==> config.mk <==
export PLATFORM = sky130hd
export DESIGN_NAME = mem_port_arbiter
export DESIGN_NICKNAME = d
export VERILOG_FILES = /design/src/rtl/mem_arb_pkg.sv /design/src/rtl/mem_arb_prio_sel.sv /design/src/rtl/mem_port_arbiter.sv
export SDC_FILE = /design/constraint.sdc
export NUM_CORES = 1
export LEC_CHECK = 0
export CAP_MARGIN = 20
export CORE_AREA = 2 2 107 109
export DETAILED_ROUTE_END_ITERATION = 7
export DIE_AREA = 0 0 109 111
export HOLD_SLACK_MARGIN = 0.1
export PLACE_DENSITY = 0.64
export SETUP_SLACK_MARGIN = 0.05
export SLEW_MARGIN = 20
export SYNTH_ARGS = -nofsm -noshare
export SYNTH_HDL_FRONTEND = slang
export SYNTH_SLANG_ARGS = --single-unit
==> constraint.sdc <==
create_clock -name clk_i -period 2.9 [get_ports clk_i]
set_input_delay 0.435 -clock clk_i [delete_from_list [all_inputs] [get_ports clk_i]]
set_output_delay 0.435 -clock clk_i [all_outputs]
set_load 0.02 [all_outputs]
==> src/rtl/mem_arb_pkg.sv <==
// Shared types and defaults for the IF/DM memory port arbiter.
// Latency: n/a (types only).
// Backpressure: n/a.
package mem_arb_pkg;

    typedef enum logic [1:0] {
        IDLE     = 2'd0,
        HOLD     = 2'd1,
        WAIT_RSP = 2'd2
    } arb_state_e;

    typedef enum logic [1:0] {
        NONE   = 2'd0,
        OWN_IF = 2'd1,
        OWN_DM = 2'd2
    } arb_owner_e;

    localparam int MAX_STARVE_DEFAULT = 4;

endpackage

==> src/rtl/mem_arb_prio_sel.sv <==
// Winner selection between IF and DM with a saturating IF starvation counter.
// Latency: winner is combinational; counter updates on the grant edge.
// Backpressure: none here; grant strobes come from the accepted handshake.
module mem_arb_prio_sel
    import mem_arb_pkg::*;
#(
    parameter int MAX_STARVE = MAX_STARVE_DEFAULT
) (
    input  logic       clk_i,
    input  logic       reset_i,
    input  logic       if_vld,
    input  logic       dm_vld,
    input  logic       if_grant,
    input  logic       dm_grant,
    output arb_owner_e winner
);

    localparam int CNT_W = $clog2(MAX_STARVE + 1);
    localparam logic [CNT_W-1:0] STARVE_MAX = CNT_W'(MAX_STARVE);

    logic [CNT_W-1:0] starve_cnt;

    // Count DM wins that kept a waiting IF out; an IF win clears the debt.
    always_ff @(posedge clk_i) begin
        if (!reset_i) begin
            starve_cnt <= '0;
        end else if (if_grant) begin
            starve_cnt <= '0;
        end else if (dm_grant && if_vld && (starve_cnt != STARVE_MAX)) begin
            starve_cnt <= starve_cnt + CNT_W'(1);
        end
    end

    // DM has fixed priority unless IF has been starved for MAX_STARVE grants.
    always_comb begin
        winner = NONE;
        if (if_vld && dm_vld) begin
            winner = (starve_cnt == STARVE_MAX) ? OWN_IF : OWN_DM;
        end else if (dm_vld) begin
            winner = OWN_DM;
        end else if (if_vld) begin
            winner = OWN_IF;
        end
    end

endmodule

==> src/rtl/mem_port_arbiter.sv <==
// Shares one memory port between IF (read-only) and DM; single outstanding txn.
// Latency: request issues combinationally in IDLE; response routed same cycle as mem_rsp_valid_i.
// Backpressure: mem_req_ready_i low parks the grant in HOLD; ARB_PERF_CNT_EN adds grant/conflict counters.
module mem_port_arbiter
    import mem_arb_pkg::*;
#(
    parameter int ADDR_W     = 32,
    parameter int DATA_W     = 32,
    parameter int MAX_STARVE = MAX_STARVE_DEFAULT
) (
    input  logic                clk_i,
    input  logic                reset_i,
    input  logic                if_req_valid_i,
    input  logic [ADDR_W-1:0]   if_req_addr_i,
    output logic                if_req_ready_o,
    output logic                if_rsp_valid_o,
    output logic [DATA_W-1:0]   if_rsp_data_o,
    input  logic                dm_req_valid_i,
    input  logic                dm_req_we_i,
    input  logic [ADDR_W-1:0]   dm_req_addr_i,
    input  logic [DATA_W-1:0]   dm_req_wdata_i,
    input  logic [DATA_W/8-1:0] dm_req_be_i,
    output logic                dm_req_ready_o,
    output logic                dm_rsp_valid_o,
    output logic [DATA_W-1:0]   dm_rsp_data_o,
    output logic                mem_req_valid_o,
    output logic                mem_req_we_o,
    output logic [ADDR_W-1:0]   mem_req_addr_o,
    output logic [DATA_W-1:0]   mem_req_wdata_o,
    output logic [DATA_W/8-1:0] mem_req_be_o,
    input  logic                mem_req_ready_i,
    input  logic                mem_rsp_valid_i,
    input  logic [DATA_W-1:0]   mem_rsp_data_i,
    output logic                busy_o
`ifdef ARB_PERF_CNT_EN
    ,
    output logic [31:0]         if_grant_cnt_o,
    output logic [31:0]         dm_grant_cnt_o,
    output logic [31:0]         conflict_cnt_o
`endif
);

    arb_state_e state_q, state_d;
    arb_owner_e owner_q, owner_d;
    arb_owner_e winner;
    arb_owner_e sel;
    logic       if_grant;
    logic       dm_grant;

    mem_arb_prio_sel #(
        .MAX_STARVE (MAX_STARVE)
    ) u_prio_sel (
        .clk_i    (clk_i),
        .reset_i  (reset_i),
        .if_vld   (if_req_valid_i),
        .dm_vld   (dm_req_valid_i),
        .if_grant (if_grant),
        .dm_grant (dm_grant),
        .winner   (winner)
    );

    // Who drives the memory request: fresh winner in IDLE, latched owner in HOLD.
    always_comb begin
        sel = NONE;
        case (state_q)
            IDLE:    sel = winner;
            HOLD:    sel = owner_q;
            default: sel = NONE;
        endcase
    end

    assign if_grant = (sel == OWN_IF) && if_req_valid_i && mem_req_ready_i;
    assign dm_grant = (sel == OWN_DM) && dm_req_valid_i && mem_req_ready_i;

    // State and owner registers.
    always_ff @(posedge clk_i) begin
        if (!reset_i) begin
            state_q <= IDLE;
            owner_q <= NONE;
        end else begin
            state_q <= state_d;
            owner_q <= owner_d;
        end
    end

    // Next state: grant sticks through HOLD; back to IDLE only on a response.
    always_comb begin
        state_d = state_q;
        owner_d = owner_q;
        case (state_q)
            IDLE: begin
                if (winner != NONE) begin
                    owner_d = winner;
                    state_d = (if_grant || dm_grant) ? WAIT_RSP : HOLD;
                end
            end
            HOLD: begin
                if (if_grant || dm_grant) begin
                    state_d = WAIT_RSP;
                end
            end
            WAIT_RSP: begin
                if (mem_rsp_valid_i) begin
                    state_d = IDLE;
                    owner_d = NONE;
                end
            end
            default: begin
                state_d = IDLE;
                owner_d = NONE;
            end
        endcase
    end

    // Outputs: request mux from the selected requester, response routed to the owner.
    always_comb begin
        if_req_ready_o  = 1'b0;
        dm_req_ready_o  = 1'b0;
        if_rsp_valid_o  = 1'b0;
        dm_rsp_valid_o  = 1'b0;
        if_rsp_data_o   = '0;
        dm_rsp_data_o   = '0;
        mem_req_valid_o = 1'b0;
        mem_req_we_o    = 1'b0;
        mem_req_addr_o  = '0;
        mem_req_wdata_o = '0;
        mem_req_be_o    = '0;
        busy_o          = (state_q != IDLE);

        case (sel)
            OWN_IF: begin
                mem_req_valid_o = if_req_valid_i;
                mem_req_addr_o  = if_req_addr_i;
                mem_req_be_o    = '1;
                if_req_ready_o  = if_grant;
            end
            OWN_DM: begin
                mem_req_valid_o = dm_req_valid_i;
                mem_req_we_o    = dm_req_we_i;
                mem_req_addr_o  = dm_req_addr_i;
                mem_req_wdata_o = dm_req_wdata_i;
                mem_req_be_o    = dm_req_be_i;
                dm_req_ready_o  = dm_grant;
            end
            default: ;
        endcase

        // Responses outside WAIT_RSP are stray and never reach a requester.
        if (state_q == WAIT_RSP) begin
            if_rsp_data_o  = mem_rsp_data_i;
            dm_rsp_data_o  = mem_rsp_data_i;
            if_rsp_valid_o = mem_rsp_valid_i && (owner_q == OWN_IF);
            dm_rsp_valid_o = mem_rsp_valid_i && (owner_q == OWN_DM);
        end
    end

`ifdef ARB_PERF_CNT_EN
    logic contended;
    assign contended = ((state_q == IDLE) || (state_q == HOLD)) && if_req_valid_i && dm_req_valid_i;

    // Saturating grant and contention counters.
    always_ff @(posedge clk_i) begin
        if (!reset_i) begin
            if_grant_cnt_o <= '0;
            dm_grant_cnt_o <= '0;
            conflict_cnt_o <= '0;
        end else begin
            if (if_grant && (if_grant_cnt_o != 32'hFFFF_FFFF)) begin
                if_grant_cnt_o <= if_grant_cnt_o + 32'd1;
            end
            if (dm_grant && (dm_grant_cnt_o != 32'hFFFF_FFFF)) begin
                dm_grant_cnt_o <= dm_grant_cnt_o + 32'd1;
            end
            if (contended && (conflict_cnt_o != 32'hFFFF_FFFF)) begin
                conflict_cnt_o <= conflict_cnt_o + 32'd1;
            end
        end
    end
`endif

endmodule

Word level (Yosys, flattened, before mapping)
Cells that the tools add are included.
{"block": "word_totals", "elab_cells": 55, "output_inout_bits": 139, "register_bits": 7, "inputBits": 139}
{"block": "op_classes", "mux": 22, "bitwise": 2, "eq_ne": 11, "reduce_logical": 16, "addsub": 1}
{"cell": "32-bit 2-to-1 mux", "count": 2}
{"cell": "32-bit one-hot mux with 2 select lines", "count": 1}
{"cell": "2-bit 2-to-1 mux", "count": 8}
{"cell": "2-bit one-hot mux with 3 select lines", "count": 2}
{"cell": "1-bit logical AND", "count": 9}
{"cell": "4-bit one-hot mux with 2 select lines", "count": 1}
{"cell": "2-bit by 1-bit == test with 1-bit output, second input constant", "count": 3}
{"cell": "2-bit == test, second input constant", "count": 3}
{"cell": "1-bit 2-to-1 mux", "count": 6}
{"cell": "2-bit inequality test, second input constant", "count": 3}
{"cell": "3-bit AND reduction", "count": 2}
{"cell": "2-bit one-hot mux with 2 select lines", "count": 1}
{"cell": "2-bit nonzero test", "count": 2}
{"cell": "3-bit by 1-bit adder with 3-bit output, second input constant", "count": 1}
{"cell": "3-bit == test, second input constant", "count": 1}
{"cell": "3-bit inequality test, second input constant", "count": 1}
{"cell": "2-bit logical NOT", "count": 1}
{"cell": "1-bit inverter", "count": 2}
{"cell": "1-bit one-hot mux with 2 select lines", "count": 1}
{"cell": "2-bit OR reduction", "count": 1}
{"cell": "1-bit logical OR", "count": 1}

Logic depth before layout (Yosys ltp)
{"block": "logic_depth", "ltp_word": 11, "depth_mapped": 10, "depth_no_buf": 9}

Modules after synthesis
From an unflattened synthesis, not the netlist that was laid out.
{"block": "unflattened", "hier_cells": 253, "area_unflattened_um2": 1655.3}
{"module": "mem_port_arbiter", "area_each_um2": 1468.9, "seq_area_each_um2": 80.1, "instances": 1, "cells_each": 231}
{"module": "mem_arb_prio_sel", "area_each_um2": 186.4, "seq_area_each_um2": 60.1, "instances": 1, "cells_each": 22}

Worst setup path before layout
No wires, ideal clock.
{"block": "synth_path", "path_kind": "register to output", "startpoint": "register u_prio_sel.starve_cnt[0]", "endpoint": "output port mem_req_addr_o[10]", "stages_incl_launch_ff": 10, "slack_ps": 407, "arrival_time_ps": 2058, "path_buffers": 2, "required_ps": 2465, "cell_sequence": "dfxtp_1 -> inv_1 -> ha_1 -> nand2_1 -> a2111oi_4 -> a21o_1 -> ha_1 -> buf_2 -> buf_1 -> nor2_1"}
{"block": "synth_between", "elab_chain_cells": 6, "elab_cells_between_ends": 7, "cone_classes": "3 x eq/ne; 4 x mux"}
{"element": "start: declaration", "line_no": "mem_arb_prio_sel.sv:21", "source": "logic [CNT_W-1:0] starve_cnt;"}
{"element": "start signal: assignment", "line_no": "mem_arb_prio_sel.sv:30", "source": "starve_cnt <= starve_cnt + CNT_W'(1);"}
{"element": "3-bit == test *", "line_no": "mem_arb_prio_sel.sv:38", "source": "winner = (starve_cnt == STARVE_MAX) ? OWN_IF : OWN_DM;"}
{"element": "2-bit 2-to-1 mux *", "line_no": "mem_arb_prio_sel.sv:38"}
{"element": "2-bit 2-to-1 mux *", "line_no": "mem_arb_prio_sel.sv:37", "source": "if (if_vld && dm_vld) begin"}
{"element": "2-bit one-hot mux with 2 select lines *", "line_no": "mem_port_arbiter.sv:65", "source": "case (state_q)"}
{"element": "2-bit == test or 2-bit by 1-bit == test with 1-bit output (tied branches)", "line_no": "mem_port_arbiter.sv:130", "source": "case (sel)"}
{"element": "32-bit one-hot mux with 2 select lines *", "line_no": "mem_port_arbiter.sv:130"}
{"element": "end: declaration", "line_no": "mem_port_arbiter.sv:28", "source": "output logic [ADDR_W-1:0] mem_req_addr_o,"}
Mark *: on every way between the ends. The rest lies on a longest branch, timed or not.

Final worst setup path
{"block": "layout_path", "startpoint": "register u_prio_sel.starve_cnt[0]", "endpoint": "output port mem_req_addr_o[28]"}
Same word-level chain as after synthesis.

==> results.py <==
metrics = {
    "synth": {
        "synthCells": 250,
        "synth_top_flop_cell": "dfxtp_1",
        "yosys.area.top_type": "and2_1",
        "synthTopCellsByCount": "and2_1, nor2_1, a22oi_1, buf_4, buf_2",
        "synth_area_sq_um": 1640,
        "synth_area_leaders": "and2_1, a22oi_1, buf_4, nor2_1, dfxtp_1",
        "synth.avg_cell_area_sq_um": 6.58,
        "yosysMostFrequentCell": "and2_1",
        "ys_types": 33,
        "async_flop_share": 0,
        "netlist.area_leader.share": 0.251,
        "synth_seq_area_share": 0.0852,
        "synth_edf_count": 0,
        "syn-num-nets": 393,
        "ys_seq_elements": 7,
        "yosysWarnings": 0,
    },
    "layout": {
        "synthToLayoutAreaGrowth_pct": 165,
        "final_cell_area_sq_um": 4350,
        "nFillCells": 1151,
        "drive_above_1_share": 0.155,
        "antennaDiodeCount": 0,
        "multi_input_area_sq_um": 1190,
        "ff_latch_area_sq_um": 140,
        "nNetsFinal": 641,
    },
    "power": {
        "clockPowerShare": 0.214,
        "p_seq_frac": 0.100,
        "p_int_mw": 0.677,
        "ir_drop_v": 0.000135,
        "comb_power_share": 0.687,
        "power_switching_mw": 0.435,
        "leakagePower_nw": 1.83,
        "netSwitchingFraction": 0.391,
        "power.density_nw_per_um2": 256,
    },
    "run_status": {
        "status": "completed",
    },
    "floorplan": {
        "initial_core_util": 0.148,
        "die_h_um": 111,
        "die_area_sq_um": 12100,
        "die_x_um": 109,
        "row_count": 39,
        "io_pins": 278,
        "coreArea_sq_um": 11100,
    },
    "worst_setup_path": {
        "cp-end-kind": "output port",
        "arrival_ps": 2290,
        "critical_path.max_fanout": 50,
        "start_kind": "flip-flop",
        "required_ps": 2470,
        "crit_type": "reg -> out",
    },
    "sta": {
        "hold-worst-slack_ps": 494,
        "fin_crit_ps": 2730,
        "slew_headroom": 0.773,
        "skew_ps": 3.83,
        "max_freq_mhz": 367,
        "setup_viol": 0,
        "fin_crit_sh": 0.940,
        "tightest_slew_ps": 340,
        "setup_tns_ps": 0,
        "rsz0062_at_grt": "yes",
        "hold_viol": 0,
        "slew_viol_final": 0,
    },
    "grt": {
        "gr-total-overflow": 0,
        "grt_antenna_before_repair": 0,
        "grt_max_degree": 51,
        "grt_pass1_wl_mm": 12.4,
        "grt_pass1_vias": 2678,
        "grt_usage": 0.126,
    },
    "placement": {
        "place_hpwl_mm": 7.34,
        "port_buffers": 277,
        "place_congestion": 0.847,
        "place_area_sq_um": 4410,
    },
    "route": {
        "wl_per_cell_um": 13.5,
        "drtAntennaViolNets": 0,
        "dr_total_vias": 2646,
        "drt_iter0_drc": 94,
        "post-route-drc-count": 0,
        "routed_wirelength_mm": 8.65,
        "firstDrtPassIters": 4,
        "via_per_inst": 4.13,
    },
    "hold_path": {
        "hp-class": "reg -> reg",
    },
    "clock_network": {
        "clkLatencyLatePin_ps": 230,
        "cts_buffer_depth": 2,
        "htreeDepth": 1,
        "clk_pin_slew_ps": 40,
        "cts_made_buffers": 3,
        "cts.sinks": 7,
        "ctsRootBufferMaster": "clkbuf_16",
        "cts_tree": "yes",
    },
    "flow_run": {
        "max-cap-violations": 0,
    },
}
-- kinds of logic after synthesis --
group | Yosys count | synth area share
simple gates | 129 | 0.433
fa+ha+maj | 4 | 0.0304
buf+inv | 58 | 0.218
flops | 7 | 0.0852
compound gates | 52 | 0.234
-- power by group through the flow --
stage                     combinational (mW)  clock (mW)  sequential [mW]
after floorplan                        0.357           0            0.110
after detailed placement               0.821           0            0.111
after CTS                              0.768       0.243            0.110
after global routing                   0.816       0.245            0.112
final                                  0.763       0.238            0.111
after global placement                 0.815           0            0.111
-- flip-flops by register name (all words and copies together) (netlist names) --
register	flops
u_prio_sel.starve_cnt	3
state_q	2
owner_q	2
-- worst max-delay path, stage by stage, from the launching register on --
cell and delay (ps):
dfxtp_1 310, inv_1 80, ha_2 200, nand2_2 80
a2111oi_4 340, a21oi_1 90, ha_2 230, buf_12 180
a22oi_1 180, nor2_1 60, clkdlybuf4s15_1 290
-- stage by stage --
step                      setup slack, ps  instances  total power [mW]  utilization
after floorplan                       407        250             0.467            -
after global placement               -182        633             0.926        0.398
after detailed placement             -226        633             0.932        0.398
after CTS                            26.7        638              1.12        0.401
after global routing                 5.82        640              1.17        0.393
final                                 174        640              1.11        0.393
-- final cells by class --
cell class | count | share of cell area
sequential | 7 | 0.0322
timing repair buffer | 295 | 0.630
tap | 143 | 0.0411
multi-input combinational | 185 | 0.274
clock buffer | 4 | 0.0181
inverter | 6 | 0.00518
-- repair_timing --
action | in CTS | in global routing
hold buffers | 0 | 0
resized for setup | 96 | 77
endpoints found under the setup margin | 71 | 60
pin swaps | 1 | 1
buffers inserted | 1 | 1
gates cloned | 0 | 1
-- per-layer routing --
| layer | up-vias | track usage | share of wire |
|---|---|---|---|
| li1 | 1313 | - | - |
| met1 | 1147 | 0.129 | 0.35 |
| met3 | 13 | 0.0382 | 0.13 |
| met4 | 0 | 0.0410 | 0.020 |
| met5 | - | 0 | 0 |
| met2 | 173 | 0.238 | 0.50 |
-- layout by cell type, fill, tap and decap left out, types with 2 or more instances in the layout --
cell type,instances
nor2_1,40
a22oi_1,33
nor3b_1,2
clkbuf_16,4
and2_1,66
dlygate4sd2_1,24
buf_2,3
clkdlybuf4s15_1,4
nor2b_1,2
buf_4,15
ha_2,2
o31ai_1,2
dlymetal6s2s_1,2
dfxtp_1,7
clkdlybuf4s15_2,3
clkdlybuf4s50_1,203
a21oi_1,8
nor3_1,2
inv_1,6
nand3_1,2
nand2_1,4
o21ai_0,4
clkbuf_2,37
buf_12,3
-- worst paths after layout --
| path | slack (ps) | to | cells past startpoint | startpoint |
|---|---|---|---|---|
| worst max register to register | 680 | state_q[0] | 11 | u_prio_sel.starve_cnt[0] |
| worst min-delay path | 490 | u_prio_sel.starve_cnt[0] | 2 | u_prio_sel.starve_cnt[0] |
| worst max-delay path | 170 | mem_req_addr_o[28] | 10 | u_prio_sel.starve_cnt[0] |
| worst min register to register | 490 | u_prio_sel.starve_cnt[0] | 2 | u_prio_sel.starve_cnt[0] |
Power figures use the tool's default switching activity.
